[config.mk]
export PLATFORM = sky130hd
export DESIGN_NAME = aes_inv_key_gen_flat
export DESIGN_NICKNAME = d
export VERILOG_FILES = /design/src/rtl/aes_pkg.sv /design/src/rtl/aes_inv_key_gen_if.sv /design/src/rtl/aes_sbox.sv /design/src/rtl/aes_sub_word.sv /design/src/rtl/aes_inv_key_gen.sv /design/src/flat_wrapper.sv
export SDC_FILE = /design/constraint.sdc
export NUM_CORES = 2
export LEC_CHECK = 0
export ABC_CLOCK_PERIOD_IN_PS = 18830
export BUFFER_PORTS_ARGS = -buffer_cell sky130_fd_sc_hd__buf_2
export CAP_MARGIN = 20
export CORE_MARGIN = 8
export CORE_UTILIZATION = 41
export DETAILED_ROUTE_END_ITERATION = 16
export PLACE_DENSITY = 0.54
export SYNTH_ARGS = -nofsm -noshare
export SYNTH_HDL_FRONTEND = slang
export SYNTH_SLANG_ARGS = --single-unit
export TNS_END_PERCENT = 50
[constraint.sdc]
create_clock -name clk -period 18.83 [get_ports clk]
set_input_delay 5.649 -clock clk [delete_from_list [all_inputs] [get_ports clk]]
set_output_delay 5.649 -clock clk [all_outputs]
set_load 0.02 [all_outputs]
[src/rtl/aes_pkg.sv]
// Shared AES-128 definitions for the key-schedule blocks: word/key types,
// round constants, RotWord and the inverse key generator state encoding.
package aes_pkg;

  typedef logic [31:0] aes_word;
  // Packed so that word 0 lands in bits [127:96] of the flat 128-bit view.
  typedef aes_word [0:3] key_128;

  localparam logic [7:0] RCON [10] = '{
    8'h01, 8'h02, 8'h04, 8'h08, 8'h10, 8'h20, 8'h40, 8'h80, 8'h1b, 8'h36
  };

  typedef enum logic [1:0] {
    ST_IDLE,
    ST_FWD,
    ST_EMIT,
    ST_DONE
  } kg_state_e;

  function automatic aes_word rot_word(input aes_word w);
    return {w[23:0], w[31:24]};
  endfunction

  // Out-of-range indices occur only in states that discard the result.
  function automatic logic [7:0] rcon_byte(input logic [3:0] idx);
    return (idx < 4'd10) ? RCON[idx] : 8'h00;
  endfunction

endpackage

[src/rtl/aes_inv_key_gen_if.sv]
// Start/key request plus valid/ready round-key stream of the inverse
// key-schedule generator. master = key register file / inverse datapath side.
interface aes_inv_key_gen_if
  import aes_pkg::*;
();
  logic       start_i;
  key_128     key_i;
  logic       key_is_last_i;
  logic       busy_o;
  logic       rk_valid_o;
  logic       rk_ready_i;
  key_128     rk_o;
  logic [3:0] rk_rnd_o;
  logic       done_o;

  modport master (
    output start_i, key_i, key_is_last_i, rk_ready_i,
    input  busy_o, rk_valid_o, rk_o, rk_rnd_o, done_o
  );

  modport slave (
    input  start_i, key_i, key_is_last_i, rk_ready_i,
    output busy_o, rk_valid_o, rk_o, rk_rnd_o, done_o
  );
endinterface

[src/rtl/aes_sbox.sv]
// AES forward S-box computed as GF(2^8) inversion (x^254) plus the affine map.
module aes_sbox (
  input  logic [7:0] in_i,
  output logic [7:0] out_o
);

  function automatic logic [7:0] xtime(input logic [7:0] a);
    return {a[6:0], 1'b0} ^ (a[7] ? 8'h1b : 8'h00);
  endfunction

  function automatic logic [7:0] gf_mul(input logic [7:0] a, input logic [7:0] b);
    logic [7:0] p;
    logic [7:0] x;
    p = 8'h00;
    x = a;
    for (int i = 0; i < 8; i++) begin
      if (b[i]) p = p ^ x;
      x = xtime(x);
    end
    return p;
  endfunction

  logic [7:0] sq;
  logic [7:0] inv;

  // x^254 = x^2 * x^4 * ... * x^128; zero maps to zero as required.
  always_comb begin
    sq  = gf_mul(in_i, in_i);
    inv = sq;
    for (int k = 2; k < 8; k++) begin
      sq  = gf_mul(sq, sq);
      inv = gf_mul(inv, sq);
    end
    out_o = inv ^ {inv[6:0], inv[7]} ^ {inv[5:0], inv[7:6]}
                ^ {inv[4:0], inv[7:5]} ^ {inv[3:0], inv[7:4]} ^ 8'h63;
  end

endmodule

[src/rtl/aes_sub_word.sv]
// SubWord: S-box applied independently to each byte of a 32-bit word.
module aes_sub_word
  import aes_pkg::*;
(
  input  aes_word word_i,
  output aes_word word_o
);

  for (genvar gi = 0; gi < 4; gi++) begin : g_sbox
    aes_sbox u_sbox (
      .in_i  (word_i[8*gi +: 8]),
      .out_o (word_o[8*gi +: 8])
    );
  end

endmodule

[src/rtl/aes_inv_key_gen.sv]
// Inverse AES-128 key schedule: optionally expands the cipher key to round 10,
// then streams round keys 10..0 over a valid/ready handshake.
module aes_inv_key_gen
  import aes_pkg::*;
#(
  parameter int NR = 10
) (
  input  logic               clk,
  input  logic               nrst,
  aes_inv_key_gen_if.slave   kg
);

  localparam logic [3:0] LAST_RND = 4'(NR);

  kg_state_e  state_q, state_d;
  key_128     key_q, key_d;
  logic [3:0] rnd_q, rnd_d;
  logic [3:0] cnt_q, cnt_d;
  logic       rk_valid_q, rk_valid_d;
  logic       busy_q, busy_d;
  logic       done_q, done_d;

  aes_word    w3_new, sw_in, sw_out, rc_word;
  aes_word    f0, f1, f2, f3;
  logic [3:0] rc_idx;
  logic       hs;

  // One SubWord serves both directions; FWD and EMIT never overlap.
  assign w3_new = key_q[3] ^ key_q[2];
  assign sw_in  = (state_q == ST_FWD) ? rot_word(key_q[3]) : rot_word(w3_new);

  aes_sub_word u_sub_word (
    .word_i (sw_in),
    .word_o (sw_out)
  );

  assign rc_idx  = (state_q == ST_FWD) ? cnt_q - 4'd1 : rnd_q - 4'd1;
  assign rc_word = {rcon_byte(rc_idx), 24'h000000};

  assign f0 = key_q[0] ^ sw_out ^ rc_word;
  assign f1 = key_q[1] ^ f0;
  assign f2 = key_q[2] ^ f1;
  assign f3 = key_q[3] ^ f2;

  assign hs = rk_valid_q & kg.rk_ready_i;

  always_comb begin
    state_d    = state_q;
    key_d      = key_q;
    rnd_d      = rnd_q;
    cnt_d      = cnt_q;
    rk_valid_d = rk_valid_q;
    busy_d     = busy_q;
    done_d     = 1'b0;
    case (state_q)
      ST_IDLE: begin
        if (kg.start_i) begin
          key_d  = kg.key_i;
          busy_d = 1'b1;
          if (kg.key_is_last_i) begin
            state_d    = ST_EMIT;
            rnd_d      = LAST_RND;
            rk_valid_d = 1'b1;
          end else begin
            state_d = ST_FWD;
            cnt_d   = 4'd1;
          end
        end
      end
      ST_FWD: begin
        key_d = {f0, f1, f2, f3};
        if (cnt_q == LAST_RND) begin
          state_d    = ST_EMIT;
          rnd_d      = LAST_RND;
          cnt_d      = 4'd0;
          rk_valid_d = 1'b1;
        end else begin
          cnt_d = cnt_q + 4'd1;
        end
      end
      ST_EMIT: begin
        if (hs) begin
          if (rnd_q != 4'd0) begin
            key_d = {key_q[0] ^ sw_out ^ rc_word, key_q[1] ^ key_q[0],
                     key_q[2] ^ key_q[1], w3_new};
            rnd_d = rnd_q - 4'd1;
          end else begin
            state_d    = ST_DONE;
            rk_valid_d = 1'b0;
            busy_d     = 1'b0;
            done_d     = 1'b1;
          end
        end
      end
      ST_DONE: state_d = ST_IDLE;
      default: state_d = ST_IDLE;
    endcase
  end

  always_ff @(posedge clk or negedge nrst) begin
    if (!nrst) begin
      state_q    <= ST_IDLE;
      key_q      <= '0;
      rnd_q      <= '0;
      cnt_q      <= '0;
      rk_valid_q <= 1'b0;
      busy_q     <= 1'b0;
      done_q     <= 1'b0;
    end else begin
      state_q    <= state_d;
      key_q      <= key_d;
      rnd_q      <= rnd_d;
      cnt_q      <= cnt_d;
      rk_valid_q <= rk_valid_d;
      busy_q     <= busy_d;
      done_q     <= done_d;
    end
  end

  assign kg.busy_o     = busy_q;
  assign kg.rk_valid_o = rk_valid_q;
  assign kg.rk_o       = key_q;
  assign kg.rk_rnd_o   = rnd_q;
  assign kg.done_o     = done_q;

endmodule
[src/flat_wrapper.sv]
// flat-port wrapper written by rule: the top's interface ports become plain ports
module aes_inv_key_gen_flat import aes_pkg::*;
#(
  parameter int NR = 10
)
  (clk, nrst, kg_start_i, kg_key_i, kg_key_is_last_i, kg_rk_ready_i, kg_busy_o, kg_rk_valid_o, kg_rk_o, kg_rk_rnd_o, kg_done_o);
  aes_inv_key_gen_if kg_i ();
  input  logic clk;
  input  logic nrst;
  input wire logic [$bits(kg_i.start_i)-1:0] kg_start_i;
  input wire logic [$bits(kg_i.key_i)-1:0] kg_key_i;
  input wire logic [$bits(kg_i.key_is_last_i)-1:0] kg_key_is_last_i;
  input wire logic [$bits(kg_i.rk_ready_i)-1:0] kg_rk_ready_i;
  output wire logic [$bits(kg_i.busy_o)-1:0] kg_busy_o;
  output wire logic [$bits(kg_i.rk_valid_o)-1:0] kg_rk_valid_o;
  output wire logic [$bits(kg_i.rk_o)-1:0] kg_rk_o;
  output wire logic [$bits(kg_i.rk_rnd_o)-1:0] kg_rk_rnd_o;
  output wire logic [$bits(kg_i.done_o)-1:0] kg_done_o;
  assign kg_i.start_i = kg_start_i;
  assign kg_i.key_i = kg_key_i;
  assign kg_i.key_is_last_i = kg_key_is_last_i;
  assign kg_i.rk_ready_i = kg_rk_ready_i;
  assign kg_busy_o = kg_i.busy_o;
  assign kg_rk_valid_o = kg_i.rk_valid_o;
  assign kg_rk_o = kg_i.rk_o;
  assign kg_rk_rnd_o = kg_i.rk_rnd_o;
  assign kg_done_o = kg_i.done_o;
  aes_inv_key_gen #(.NR(NR)) u_core (.clk(clk), .nrst(nrst), .kg(kg_i));
endmodule
==> results.md <==
* Worst path bufs/invs at 8
* Status: finished clean
* Clock latency on the worst-skew pair at 0.50 ns
* GR peak layer: met2
* Die H at 431 um
* Async SR Flop Fraction at 1.00
* Sequential share of the synthesized area at 0.0500
* Ys Warns at 0
* Die area at 186000 sq um
* CP endpoint kind: register
* Core area at 171000 sq um
* Min-Delay Path Class: reg2reg
* Share of layout cells above drive strength 1 at 0.132
* Synthesized netlist cell count at 9283
* Hold path endpoint: u_core.kg.busy_o
* Syn avg cell area at 7.60 sq um
* Max incr delay on CP at 0.70 ns
* Hold Crit Start: u_core.kg.busy_o
* EDFF count, synth at 0
* Top post-synthesis cells by area: xnor2_1, xnor3_1, nor2_1
* Post-CTS clock slew at the launch and capture registers of the worst setup and hold paths at 0.08 ns
* Slowest cell on the critical path: or4b_1
* Vias post-DR at 68100
* # DRC at 0
* CP Max Fanout at 16
* Final Cycle Share at 0.951
* Grt met3 use at 0.0244
* GRT Total Usage at 0.266
* Port bufs at 267
* Area grow syn2layout at 8.32%
* Gr ovfl total at 0
* Synth top cells by count: xnor2_1, nor2_1, nand2_1
* Vias/cell at 5.84
* Post-synth net total at 9445
* Clk root buf: clkbuf_16
* TritonCTS Buffers at 17
* RR Endpoint: u_core.kg.rk_o[31]
* HPWL Detailed at 198000 um
* CP required at 19.21 ns
* Clock Path Buffers at 2
* Final setup vio count at 0
* Routability cong. at 0.930
* Startpoint Class: register
* CTS tree: done
* Worst Tran Pin Value at 1.12 ns
* H-Tree Depth at 4
* Hold Vio Cnt, Final at 0
* Met2 usage at 0.439
* Fmax at 55.9 MHz
* Reg2Reg Depth at 65
* Reg2reg start: u_core.state_q[1]
* Ys flop type: dfrtp_1
* Largest net degree at the start of global routing at 102
* Layout fillers at 17300
* Average routed wire per standard cell at 22.5 um
* Initial Utilization at 0.412
* Max_slew headroom at 0.247
* Hold-fix buffers, CTS at 0
* Row Count at 152
* Critical path class: reg2reg
* Yosys reg bits at 141
* First-pass GRT wire length at 399000 um
* Final Critical Period at 17.90 ns
* Max Transition Viols Final at 0
* IO Pins at 268
* Yosys cell types at 123
* Drt pass-1 iters at 6
* Worst reg-to-reg setup slack at 0.93 ns
* Cell Area, Synth at 70600 sq um
* Vias in the first global route at 63600
* Delay-heaviest family, CP: XOR/XNOR gates
* Final wirelength at 263000 um
* Cell taking the most area after synthesis: xnor2_1
* Max_cap viols at 0
* Count leader, synth: xnor2_1
* Setup Skew at 0.0202 ns
* Setup TNS at 0 ns
* Iter 0 DRT Violations at 6218
* CTS Sinks at 141
* Nets at 9470
* Synth top area share at 0.205
* Routed Antenna Nets at 0
* Post-Layout Cell Count at 11700
* Hold Path Depth at 2
* Cell repeated most along the worst path: xnor2_1
* Arr. time, crit path at 18.29 ns
* Placed Cells incl. Taps at 11600
* Hold WS at 0.558 ns
* Met1 Usage GRT at 0.350
* Initial antenna violation count at 26
* Die X at 431 um
-- final cells by class --
cell class / instances / area [sq um] / share of cell area
clock buffer: 17 / 425 / 0.00556
antenna: 19 / 47.5 / 0.000622
timing repair buffer: 689 / 4570 / 0.0598
clock inverter: 15 / 198 / 0.00259
tap: 2310 / 2890 / 0.0378
sequential: 141 / 3530 / 0.0461
multi-input combinational: 8333 / 64300 / 0.841
inverter: 126 / 474 / 0.00620
-- what timing repair did --
item,in CTS,in global routing
pin swaps,0,9
endpoints found under the setup margin,8,122
resized for setup,5,50
hold endpoints to repair,0,0
setup buffers,0,34
-- worst max-delay path by stage --
stage	from	endpoint	cells after the start
finish	u_core.state_q[1]	u_core.kg.rk_o[31]	65
global route	u_core.state_q[1]	u_core.kg.rk_o[31]	66
CTS	u_core.state_q[1]	u_core.kg.rk_o[19]	54
detailed placement	u_core.state_q[1]	u_core.kg.rk_o[36]	54
global placement	u_core.state_q[1]	u_core.kg.rk_o[36]	53
floorplan	u_core.state_q[1]	u_core.kg.rk_o[31]	77
-- state kept, by name, indices dropped and copies added (netlist names) --
register and cells:
u_core.cnt_q 4, u_core.kg.busy_o 1, u_core.kg.done_o 1, u_core.kg.rk_o 128
u_core.kg.rk_rnd_o 4, u_core.kg.rk_valid_o 1, u_core.state_q 2
-- cells by family (layout without fill, tap and decap cells) --
kind of cell	Yosys count	count (layout)	share of synthesized area
other	0	19	0
XOR/XNOR	2825	2825	0.468
AO/OA/AOI/OAI	2062	2062	0.188
AND/OR/NAND/NOR	3153	3153	0.199
flip-flops	141	141	0.0500
multiplexers	263	263	0.0397
buffers and inverters	809	847	0.0497
adder cells (fa/ha/maj)	30	30	0.00528
-- layout by cell type, fill, tap and decap left out, drive strengths merged, types with 25 or more instances in the layout --
master     n
a221oi    51
dfrtp    141
o211ai    93
buf      688
nand2b    95
nand2    829
a311oi    26
and2      54
a22oi     98
a211oi    88
xor3      53
a31oi     82
xnor2   1829
ha        29
a21oi    532
xor2     543
or3       62
xnor3    400
nor2    1264
or2       34
o21ai    547
nand3    203
mux2i    194
nor3     335
inv      127
and3      46
mux2      64
a21o      25
o21a      32
a222oi    25
o221ai    32
o22ai    134
nand4     25
nor2b    105
-- stage by stage --
step	util	area (sq um)	worst slack (ns)
after floorplan	-	70600	1.77
after global placement	0.438	75100	-0.107
after detailed placement	0.438	75100	-0.273
after CTS	0.442	75800	0.00844
after global routing	0.446	76400	-0.0112
final	0.446	76500	0.926
-- worst register-to-register path, delay by kind of cell (launching register included) --
family                     cells  cell delay (ns)
AOI/OAI and AO/OA             16             3.53
adders and majority gates      5             1.81
buffers and inverters          8             1.36
muxes                          5             1.28
and+or+nand+nor               13             3.50
xor gates and xnor gates      18             5.89
DFF                            1             0.43
-- per-layer routing --
| metal | part of all wire | up-vias |
|---|---|---|
| met5 | 0.000099 | - |
| met4 | 0.057 | 4 |
| met3 | 0.050 | 420 |
| met2 | 0.47 | 2274 |
| met1 | 0.43 | 33100 |
| li1 | - | 32300 |
Power is left out: the tool's default activity adds up to more than one toggle a clock period on the data nets, which glitch-free logic cannot reach.
